==> src/rtl/hazard_controller_pkg.sv <==
// pipeline_ctrl_pkg: types and constants shared by the hazard controller
// and the decode-stage control unit.
//   state_e       - hazard sequencer states (RUN, MEM_WAIT)
//   REG_ZERO      - x0 register index (never a real dependency)
//   hazard_e      - resolved hazard class, highest priority wins
//   hazard_select - priority encoder: freeze > mispredict > load-use > jump
package pipeline_ctrl_pkg;

  typedef enum logic {
    RUN      = 1'b0,
    MEM_WAIT = 1'b1
  } state_e;

  localparam logic [4:0] REG_ZERO = 5'd0;

  typedef enum logic [2:0] {
    HZ_NONE       = 3'd0,
    HZ_JUMP       = 3'd1,
    HZ_LOAD_USE   = 3'd2,
    HZ_MISPREDICT = 3'd3,
    HZ_FREEZE     = 3'd4
  } hazard_e;

  function automatic hazard_e hazard_select(input logic freeze,
                                            input logic mispredict,
                                            input logic load_use,
                                            input logic jump_bubble);
    hazard_e hz;
    if (freeze)           hz = HZ_FREEZE;
    else if (mispredict)  hz = HZ_MISPREDICT;
    else if (load_use)    hz = HZ_LOAD_USE;
    else if (jump_bubble) hz = HZ_JUMP;
    else                  hz = HZ_NONE;
    return hz;
  endfunction

endpackage

==> src/rtl/hazard_controller_if.sv <==
// hazard_controller_if: bundle between the pipeline and the hazard controller.
//   master - pipeline side: drives hazard inputs, receives enables/flushes/stats
//   slave  - hazard controller side
// CNT_W sets the width of the performance counter outputs.
interface hazard_controller_if #(
  parameter int unsigned CNT_W = 32
);
  logic [4:0]       id_rs1;
  logic [4:0]       id_rs2;
  logic             id_uses_rs2;
  logic             id_jump;
  logic             id_jump_predicted;
  logic [4:0]       ex_rd;
  logic             ex_mem_read;
  logic             ex_mispredict;
  logic             dmem_req;
  logic             dmem_ready;
  logic             cnt_clear;
  logic             pc_write;
  logic             if_id_write;
  logic             id_ex_write;
  logic             ex_mem_write;
  logic             if_id_flush;
  logic             id_ex_flush;
  logic             mem_timeout;
  logic [CNT_W-1:0] stall_cycles;
  logic [CNT_W-1:0] flush_events;

  modport master (
    output id_rs1, id_rs2, id_uses_rs2, id_jump, id_jump_predicted,
           ex_rd, ex_mem_read, ex_mispredict, dmem_req, dmem_ready, cnt_clear,
    input  pc_write, if_id_write, id_ex_write, ex_mem_write,
           if_id_flush, id_ex_flush, mem_timeout, stall_cycles, flush_events
  );

  modport slave (
    input  id_rs1, id_rs2, id_uses_rs2, id_jump, id_jump_predicted,
           ex_rd, ex_mem_read, ex_mispredict, dmem_req, dmem_ready, cnt_clear,
    output pc_write, if_id_write, id_ex_write, ex_mem_write,
           if_id_flush, id_ex_flush, mem_timeout, stall_cycles, flush_events
  );
endinterface

==> src/rtl/hazard_controller_sat_counter.sv <==
// sat_counter: W-bit up counter that sticks at all-ones.
//   clk, rst - clock, synchronous active-high reset
//   clr      - synchronous clear, wins over inc
//   inc      - count this cycle
//   q        - current count
module sat_counter #(
  parameter int unsigned W = 32
) (
  input  logic         clk,
  input  logic         rst,
  input  logic         clr,
  input  logic         inc,
  output logic [W-1:0] q
);
  logic [W-1:0] cnt_q, cnt_d;

  always_comb begin
    cnt_d = cnt_q;
    if (clr)                      cnt_d = '0;
    else if (inc && cnt_q != '1)  cnt_d = cnt_q + W'(1);
  end

  always_ff @(posedge clk) begin
    if (rst) cnt_q <= '0;
    else     cnt_q <= cnt_d;
  end

  assign q = cnt_q;
endmodule

==> src/rtl/hazard_controller.sv <==
// hazard_controller: pipeline hazard sequencer for the 5-stage core.
// Drives PC / pipeline-register write enables and flushes (combinational,
// same cycle) for data-memory wait, EX mispredict, load-use and unpredicted
// JAL; keeps saturating stall/flush counters and a sticky memory-timeout flag.
//   clk, rst - clock, synchronous active-high reset (forces writes 0, flushes 1)
//   hz       - hazard_controller_if.slave bundle (hazard inputs, controls, stats)
module hazard_controller
  import pipeline_ctrl_pkg::*;
#(
  parameter int unsigned TIMEOUT_CYCLES = 255,
  parameter int unsigned CNT_W          = 32
) (
  input logic                clk,
  input logic                rst,
  hazard_controller_if.slave hz
);
  localparam int unsigned     TO_W     = $clog2(TIMEOUT_CYCLES + 1);
  localparam logic [TO_W-1:0] TO_LIMIT = TO_W'(TIMEOUT_CYCLES);

  state_e          state_q, state_d;
  logic [TO_W-1:0] to_cnt_q, to_cnt_d;
  logic            timeout_q, timeout_d;

  logic    freeze, load_use, jump_bubble;
  hazard_e hazard;
  logic    pc_w, ifid_w, idex_w, exmem_w, ifid_f, idex_f;

  always_comb begin
    freeze      = hz.dmem_req & ~hz.dmem_ready;
    load_use    = hz.ex_mem_read & (hz.ex_rd != REG_ZERO) &
                  ((hz.ex_rd == hz.id_rs1) | (hz.id_uses_rs2 & (hz.ex_rd == hz.id_rs2)));
    jump_bubble = hz.id_jump & ~hz.id_jump_predicted;
    hazard      = hazard_select(freeze, hz.ex_mispredict, load_use, jump_bubble);
  end

  // Mealy control outputs
  always_comb begin
    pc_w    = 1'b1;
    ifid_w  = 1'b1;
    idex_w  = 1'b1;
    exmem_w = 1'b1;
    ifid_f  = 1'b0;
    idex_f  = 1'b0;
    if (rst) begin
      pc_w    = 1'b0;
      ifid_w  = 1'b0;
      idex_w  = 1'b0;
      exmem_w = 1'b0;
      ifid_f  = 1'b1;
      idex_f  = 1'b1;
    end else begin
      unique case (hazard)
        HZ_FREEZE: begin
          pc_w    = 1'b0;
          ifid_w  = 1'b0;
          idex_w  = 1'b0;
          exmem_w = 1'b0;
        end
        HZ_MISPREDICT: begin
          ifid_f = 1'b1;
          idex_f = 1'b1;
        end
        HZ_LOAD_USE: begin
          pc_w   = 1'b0;
          ifid_w = 1'b0;
          idex_f = 1'b1;
        end
        HZ_JUMP: ifid_f = 1'b1;
        default: ;
      endcase
    end
  end

  // State, wait-length counter and sticky timeout
  always_comb begin
    state_d   = state_q;
    to_cnt_d  = '0;
    timeout_d = timeout_q;
    unique case (state_q)
      RUN: if (freeze) state_d = MEM_WAIT;
      MEM_WAIT: begin
        if (freeze) begin
          to_cnt_d = (to_cnt_q == TO_LIMIT) ? to_cnt_q : to_cnt_q + TO_W'(1);
          if (to_cnt_d == TO_LIMIT) timeout_d = 1'b1;
        end else begin
          // ready arrived or the request was withdrawn
          state_d = RUN;
        end
      end
      default: state_d = RUN;
    endcase
  end

  always_ff @(posedge clk) begin
    if (rst) begin
      state_q   <= RUN;
      to_cnt_q  <= '0;
      timeout_q <= 1'b0;
    end else begin
      state_q   <= state_d;
      to_cnt_q  <= to_cnt_d;
      timeout_q <= timeout_d;
    end
  end

  logic [CNT_W-1:0] stall_cnt, flush_cnt;

  sat_counter #(.W(CNT_W)) u_stall_cnt (
    .clk (clk),
    .rst (rst),
    .clr (hz.cnt_clear),
    .inc (~pc_w),
    .q   (stall_cnt)
  );

  sat_counter #(.W(CNT_W)) u_flush_cnt (
    .clk (clk),
    .rst (rst),
    .clr (hz.cnt_clear),
    .inc (ifid_f | idex_f),
    .q   (flush_cnt)
  );

  assign hz.pc_write     = pc_w;
  assign hz.if_id_write  = ifid_w;
  assign hz.id_ex_write  = idex_w;
  assign hz.ex_mem_write = exmem_w;
  assign hz.if_id_flush  = ifid_f;
  assign hz.id_ex_flush  = idex_f;
  assign hz.mem_timeout  = timeout_q;
  assign hz.stall_cycles = stall_cnt;
  assign hz.flush_events = flush_cnt;
endmodule

==> src/flat_wrapper.sv <==
// flat-port wrapper written by rule: the top's interface ports become plain ports
module hazard_controller_flat import pipeline_ctrl_pkg::*;
#(
  parameter int unsigned TIMEOUT_CYCLES = 255,
  parameter int unsigned CNT_W          = 32
)
  (clk, rst, hz_id_rs1, hz_id_rs2, hz_id_uses_rs2, hz_id_jump, hz_id_jump_predicted, hz_ex_rd, hz_ex_mem_read, hz_ex_mispredict, hz_dmem_req, hz_dmem_ready, hz_cnt_clear, hz_pc_write, hz_if_id_write, hz_id_ex_write, hz_ex_mem_write, hz_if_id_flush, hz_id_ex_flush, hz_mem_timeout, hz_stall_cycles, hz_flush_events);
  hazard_controller_if #(.CNT_W(CNT_W)) hz_i ();
  input logic clk;
  input logic rst;
  input wire logic [$bits(hz_i.id_rs1)-1:0] hz_id_rs1;
  input wire logic [$bits(hz_i.id_rs2)-1:0] hz_id_rs2;
  input wire logic [$bits(hz_i.id_uses_rs2)-1:0] hz_id_uses_rs2;
  input wire logic [$bits(hz_i.id_jump)-1:0] hz_id_jump;
  input wire logic [$bits(hz_i.id_jump_predicted)-1:0] hz_id_jump_predicted;
  input wire logic [$bits(hz_i.ex_rd)-1:0] hz_ex_rd;
  input wire logic [$bits(hz_i.ex_mem_read)-1:0] hz_ex_mem_read;
  input wire logic [$bits(hz_i.ex_mispredict)-1:0] hz_ex_mispredict;
  input wire logic [$bits(hz_i.dmem_req)-1:0] hz_dmem_req;
  input wire logic [$bits(hz_i.dmem_ready)-1:0] hz_dmem_ready;
  input wire logic [$bits(hz_i.cnt_clear)-1:0] hz_cnt_clear;
  output wire logic [$bits(hz_i.pc_write)-1:0] hz_pc_write;
  output wire logic [$bits(hz_i.if_id_write)-1:0] hz_if_id_write;
  output wire logic [$bits(hz_i.id_ex_write)-1:0] hz_id_ex_write;
  output wire logic [$bits(hz_i.ex_mem_write)-1:0] hz_ex_mem_write;
  output wire logic [$bits(hz_i.if_id_flush)-1:0] hz_if_id_flush;
  output wire logic [$bits(hz_i.id_ex_flush)-1:0] hz_id_ex_flush;
  output wire logic [$bits(hz_i.mem_timeout)-1:0] hz_mem_timeout;
  output wire logic [$bits(hz_i.stall_cycles)-1:0] hz_stall_cycles;
  output wire logic [$bits(hz_i.flush_events)-1:0] hz_flush_events;
  assign hz_i.id_rs1 = hz_id_rs1;
  assign hz_i.id_rs2 = hz_id_rs2;
  assign hz_i.id_uses_rs2 = hz_id_uses_rs2;
  assign hz_i.id_jump = hz_id_jump;
  assign hz_i.id_jump_predicted = hz_id_jump_predicted;
  assign hz_i.ex_rd = hz_ex_rd;
  assign hz_i.ex_mem_read = hz_ex_mem_read;
  assign hz_i.ex_mispredict = hz_ex_mispredict;
  assign hz_i.dmem_req = hz_dmem_req;
  assign hz_i.dmem_ready = hz_dmem_ready;
  assign hz_i.cnt_clear = hz_cnt_clear;
  assign hz_pc_write = hz_i.pc_write;
  assign hz_if_id_write = hz_i.if_id_write;
  assign hz_id_ex_write = hz_i.id_ex_write;
  assign hz_ex_mem_write = hz_i.ex_mem_write;
  assign hz_if_id_flush = hz_i.if_id_flush;
  assign hz_id_ex_flush = hz_i.id_ex_flush;
  assign hz_mem_timeout = hz_i.mem_timeout;
  assign hz_stall_cycles = hz_i.stall_cycles;
  assign hz_flush_events = hz_i.flush_events;
  hazard_controller #(.TIMEOUT_CYCLES(TIMEOUT_CYCLES), .CNT_W(CNT_W)) u_core (.clk(clk), .rst(rst), .hz(hz_i));
endmodule
==> config.mk <==
export PLATFORM = sky130hd
export DESIGN_NAME = hazard_controller_flat
export DESIGN_NICKNAME = d
export VERILOG_FILES = /design/src/rtl/hazard_controller_pkg.sv /design/src/rtl/hazard_controller_if.sv /design/src/rtl/hazard_controller_sat_counter.sv /design/src/rtl/hazard_controller.sv /design/src/flat_wrapper.sv
export SDC_FILE = /design/constraint.sdc
export NUM_CORES = 1
export LEC_CHECK = 0
export BUFFER_PORTS_ARGS = -buffer_cell sky130_fd_sc_hd__buf_2
export CAP_MARGIN = 15
export CORE_UTILIZATION = 41
export DETAILED_ROUTE_END_ITERATION = 8
export PLACE_DENSITY = 0.69
export RECOVER_POWER = 50
export SLEW_MARGIN = 20
export SYNTH_ARGS = -nofsm -noshare
export SYNTH_HDL_FRONTEND = slang
export SYNTH_SLANG_ARGS = --single-unit
==> constraint.sdc <==
create_clock -name clk -period 1.9 [get_ports clk]
set_input_delay 0.095 -clock clk [delete_from_list [all_inputs] [get_ports clk]]
set_output_delay 0.095 -clock clk [all_outputs]
set_load 0.01 [all_outputs]
== Word-level counts from Yosys, hierarchy flattened ==
Cells that the tools add are included.

* Add/sub/neg operators: 3
* Equal/unequal tests: 10
* Mux-type cells: 14
* Bitwise operators: 12
* Reduce and logical (&&, ||, !) cells: 9

{| class="wikitable"
|+ Operators with widths
! cell !! number
|-
| 32-bit by 1-bit adder with 32-bit output, second input constant || 2
|-
| 32-bit != test, second input constant || 2
|-
| 8-bit == test, second input constant || 2
|-
| 5-bit == test || 2
|-
| 1-bit two-way mux || 10
|-
| 3-bit two-way mux || 3
|-
| 8-bit by 1-bit adder with 8-bit output, second input constant || 1
|-
| 8-bit two-way mux || 1
|-
| 2-bit OR reduction || 4
|-
| 3-bit by 2-bit == test with 1-bit output, second input constant || 2
|-
| 1-bit bitwise AND || 5
|-
| 1-bit inverter || 5
|-
| 5-bit nonzero test || 1
|-
| 3-bit by 1-bit == test with 1-bit output, second input constant || 1
|-
| 3-bit == test, second input constant || 1
|-
| 3-bit AND reduction || 1
|-
| 3-bit OR reduction || 1
|-
| 1-bit logical AND || 2
|-
| 1-bit OR || 2
|}

* Register bits: 74
* Input bits: 25
* Output and inout port bits: 71
* Logic and storage cells: 53

== Logic depth before layout (Yosys ltp) ==
* Word-level depth: 13
* Mapped depth: 9
* Depth with buffers taken out: 8

== Hierarchy ==
From an unflattened synthesis, not the netlist that was laid out.

* Cells, all modules: 483
* Area, all modules: 3956.3 um^2

{| class="wikitable"
|+ Modules (own cells, without submodules)
! module !! times used !! cells each !! area an instance (um^2) !! seq. area each (um^2)
|-
| sat_counter || 2 || 198 || 1620.3 || 640.6
|-
| hazard_controller || 1 || 87 || 715.7 || 200.2
|}

== Worst setup path after synthesis ==
No wires, ideal clock.

* Path type: register -> register
* From: register u_core.u_stall_cnt.cnt_q[24] (netlist: u_core.u_stall_cnt.q[24])
* To: register u_core.u_stall_cnt.cnt_q[23] (netlist: u_core.u_stall_cnt.q[23])
* Setup time: 0.070 ns
* Data arrival time: 1.985 ns
* Required time: 1.830 ns
* Setup slack: -0.155 ns
* Stages on the path, launching flop included: 10
* Buffers on the path: 2
* Clock period less this slack: 2.055 ns
* Path through: dfxtp_1 -> buf_2 -> and4_1 -> and3_1 -> nand4_2 -> nand2_4 -> or2_1 -> buf_2 -> or4_1 -> a21oi_1

* Word-level cells in the longest chain between the ends: 2

{| class="wikitable"
|+ RTL lines
! what !! RTL line !! RTL
|-
| start, declared || hazard_controller_sat_counter.sv:15 || <nowiki>logic [W-1:0] cnt_q, cnt_d;</nowiki>
|-
| start signal, assigned || hazard_controller_sat_counter.sv:25 || <nowiki>else cnt_q <= cnt_d;</nowiki>
|-
| 32-bit != test || hazard_controller_sat_counter.sv:20 || <nowiki>else if (inc && cnt_q != '1) cnt_d = cnt_q + W'(1);</nowiki>
|-
| 1-bit logical AND || hazard_controller_sat_counter.sv:20 ||
|}

No other way between the ends.
A chain may end at the register's enable or synchronous reset.

== Worst setup path after layout ==
* From: register u_core.u_flush_cnt.cnt_q[15] (netlist: u_core.u_flush_cnt.q[15])
* To: register u_core.u_flush_cnt.cnt_q[25] (netlist: u_core.u_flush_cnt.q[25])

* Word-level cells in the longest chain between the ends: 2
* Elaborated cells on any way between the ends: 3
* Those cells by class: add/sub (1); eq/ne (1); reduce/logical (1)

{| class="wikitable"
|+ RTL lines
! what !! RTL line
|-
| start, declared || hazard_controller_sat_counter.sv:15
|-
| start signal, assigned || hazard_controller_sat_counter.sv:25
|-
| branches (longest 2 deep; another with 32-bit by 1-bit adder with 32-bit output) || -
|}

Parallel ways; which one is timed is not known.

==> results.yml <==
timing:
  fin_worst_skew_ps: 10.69
  finalCriticalPeriod_ps: 1946
  final_max_slew_viol_count: 0
  fin_crit_sh: 1.024
  max-slew-margin-rel: 0.5771
  hold_viol: 0
  rsz0062_at_grt: "true"
  max_freq_mhz: 513.9
  setup_ws_ps: -46.08
  holdWs_ps: 62.97
  tightest_slew_ps: 634.3
  setup_violations: 9
power_and_ir_drop:
  power_mw: 3.127
  vdd_ir_drop_max_mv: 0.2806
  power_density_nw_per_um2: 550.5
  pwr-share-seq: 0.497
  combPwrFrac: 0.082
  switching_share: 0.2395
  p_leak_nw: 2.235
  clockPowerShare: 0.420
  switching_power_mw: 0.7488
  internal_power_mw: 2.378
worst_setup_path:
  arrival_ps: 2190
  path_class: "register to register"
  cp-start-kind: "register"
  crit_fanout: 8
  end_kind: "register"
  critPathRequiredTime_ps: 2150
global_routing:
  grt_antenna_before_repair: 0
  grt_max_degree: 34
  grt.total_usage: 0.2233
  grt_pass1_wl_mm: 17.77
  grt_pass1_vias: 3838
  grt_overflow: 0
logic_synthesis:
  synth_compound_area_frac: 0.08495
  synth_top_area_cell: "dfxtp_1"
  synth_simple_gate_area_frac: 0.3437
  synth_xor_area_frac: 0.1407
  netlist.area_leader.share: 0.3839
  synthTopCellsByArea: "dfxtp_1 38%, xnor2_1 12%, nor2_1 7.5%"
  yosysSeqAreaShare: 0.3839
  synth_cell_types: 46
  synth_edf_count: 0
  synth_top_family_by_area: "simple AND/OR/NAND/NOR gates"
  ys.warnings.count: 0
  syn_avg_cell_area_um2: 8.124
  ys_async_sr_fraction: 0
  synth_ff_type: "dfxtp_1"
  synth-adder-area-share: 0.009728
  syn_area_um2: 3859
  syn_inst: 475
  synth_mux_area_frac: 0.005188
  synth_nets: 503
  ys_seq_elements: 74
clock_network:
  tritoncts: "yes"
  cts.sinks: 74
  cts-buffers-inserted: 9
  cts_max_path_buffers: 2
  root_buffer: "clkbuf_8"
  clk_latency_ps: 350
  clkTransAtPathRegs_ps: 80
  htreeDepth: 3
floorplan:
  die_w_um: 99.01
  core_um2: 9196
  initial_utilization: 0.4196
  ios: 96
  die_area_um2: 9803
  die_height_um: 99.01
  core.rowCount: 35
route:
  postRouteAntennaNets: 0
  remaining_drc_errors: 0
  vias: 4151
  dr.pass1.iters: 6
  wl_per_cell_um: 14.56
  routed_wl_mm: 11.22
  drt-vias-per-instance: 5.391
  first_iter_violations: 177
layout:
  nNetsFinal: 682
  drive_above_1_share: 0.4188
  instances_no_fill: 770
  antenna_cells: 0
  fillCellCount: 812
  area_growth_pct: 47.21
placement:
  dpl_worst_slack_ps: -113.7
  port-buffer-count: 95
  dp_hpwl_mm: 7.883
  dpl.cell_count: 740
  gp_congestion: 0.8392
min_path:
  holdCritPathClass: "input port to register"
run_status:
  status: "complete, but fails checks"
  violations: "setup timing"
job:
  maxCapViolCount: 0
-- worst paths after layout --
| check | startpoint | to | slack [ps] | cells past startpoint |
|---|---|---|---|---|
| hold / removal | hz_cnt_clear | u_core.u_stall_cnt.q[27] | 60 | 3 |
| setup / recovery | u_core.u_flush_cnt.q[15] | u_core.u_flush_cnt.q[25] | -50 | 10 |
| hold reg to reg | u_core.hz.mem_timeout | u_core.hz.mem_timeout | 490 | 2 |
| setup reg to reg | u_core.u_flush_cnt.q[15] | u_core.u_flush_cnt.q[25] | -50 | 10 |
-- cells in the mapped netlist, types with 2 or more instances --
master    instances
ha_1              3
buf_4             3
or3_1             4
inv_1             6
a41o_1            2
nor2_1           77
nand3_1          21
nand2b_1          4
mux2i_1           2
nor3b_1           9
and3_1           13
o21ai_0          12
nor4_2            2
nand3b_1          4
and2_1            4
nand4_1          23
dfxtp_1          74
or4_1             3
o21ai_1           2
xnor2_1          51
nand4b_1          2
or2_2             2
a31oi_1           6
nand2_1          35
nor3_2            3
xor2_1           11
and4_1            6
nor2b_1           3
buf_2             5
nor3_1           28
a31o_2            4
a21oi_1          19
clkbuf_1         14
nor4_1            5
a211oi_1          2
-- power by group through the flow --
stage / combinational [mW] / sequential, mW / clock [mW]
5_1_grt: 0.278 / 1.56 / 1.41
2_1_floorplan: 0.128 / 1.60 / 0
3_3_place_gp: 0.240 / 1.59 / 0
3_5_place_dp: 0.246 / 1.59 / 0
6_report: 0.257 / 1.56 / 1.31
4_1_cts: 0.250 / 1.56 / 1.35
-- placed cells by master, fill, tap and decap left out, types with 4 or more instances in the layout --
cell and n:
a21oi_1 14, a21oi_2 5, a31o_2 4, a31oi_1 6
and2_1 4, and3_1 9, and4_4 5, buf_2 76
buf_4 83, buf_6 7, clkbuf_1 21, clkbuf_8 10
dfxtp_1 54, dfxtp_2 18, inv_1 6, nand2_1 33
nand2b_1 4, nand3_1 16, nand3_2 5, nand3b_1 4
nand4_1 23, nor2_1 76, nor3_1 10, nor3_2 18
nor3b_2 5, o21ai_0 12, or3_1 4, xnor2_1 50
xor2_1 11
-- cells by family after synthesis --
logic type      after synthesis
xor+xnor                     62
fa+ha+maj                     3
flops                        74
buf+inv                      28
mux                           2
simple gates                253
compound gates               53
-- area by class of cell --
| cell class | instances | area [µm²] | area share |
|---|---|---|---|
| clock buffers | 12 | 166.4 | 0.02930 |
| repair buffers | 190 | 1242 | 0.2187 |
| flip-flops and latches | 74 | 1511 | 0.2661 |
| clock inverters | 4 | 47.55 | 0.008370 |
| well taps | 111 | 138.9 | 0.02445 |
| multi-input cells | 373 | 2551 | 0.4491 |
| inverters | 6 | 22.52 | 0.003965 |
-- metal layers --
metal / wire (µm) / global-route usage
met1: 5013 / 0.2840
met4: 243 / 0.1056
met5: 0 / 0
met2: 5500 / 0.3728
met3: 458 / 0.03191
-- state kept, by name (all words and copies together), names as in the netlist --
register / cells
u_core.u_flush_cnt.q: 32
u_core.hz.mem_timeout: 1
u_core.to_cnt_q: 8
u_core.u_stall_cnt.q: 32
u_core.state_q: 1
-- per-stage QoR --
stage / util / cell area (µm²) / TNS (ps)
6_report: 0.6177 / 5680 / -299.3
5_1_grt: 0.6177 / 5680 / -3761
4_1_cts: 0.5861 / 5390 / -127.9
3_5_place_dp: 0.5603 / 5152 / -1002
3_3_place_gp: 0.5603 / 5152 / -178.8
2_1_floorplan: - / 4003 / -51.73
-- worst max-delay path, stage by stage (launching register included) --
cell and delay, ps:
dfxtp_1 380, nand4_1 230, nor2_2 180, buf_4 130, nand4_1 150, nand4_1 230
buf_12 180, buf_6 110, nor3_4 30, xnor2_1 160, nor2_1 50
-- repair_timing --
item                       CTS  global route
hold buffers                 0             0
setup endpoints to repair   12            51
hold endpoints to repair     0             0
buffers inserted             1            12
resized for setup            6            55
pin swaps                    3            24
cloned                       0             1
Note: power is estimated with default switching activity, not from simulation.
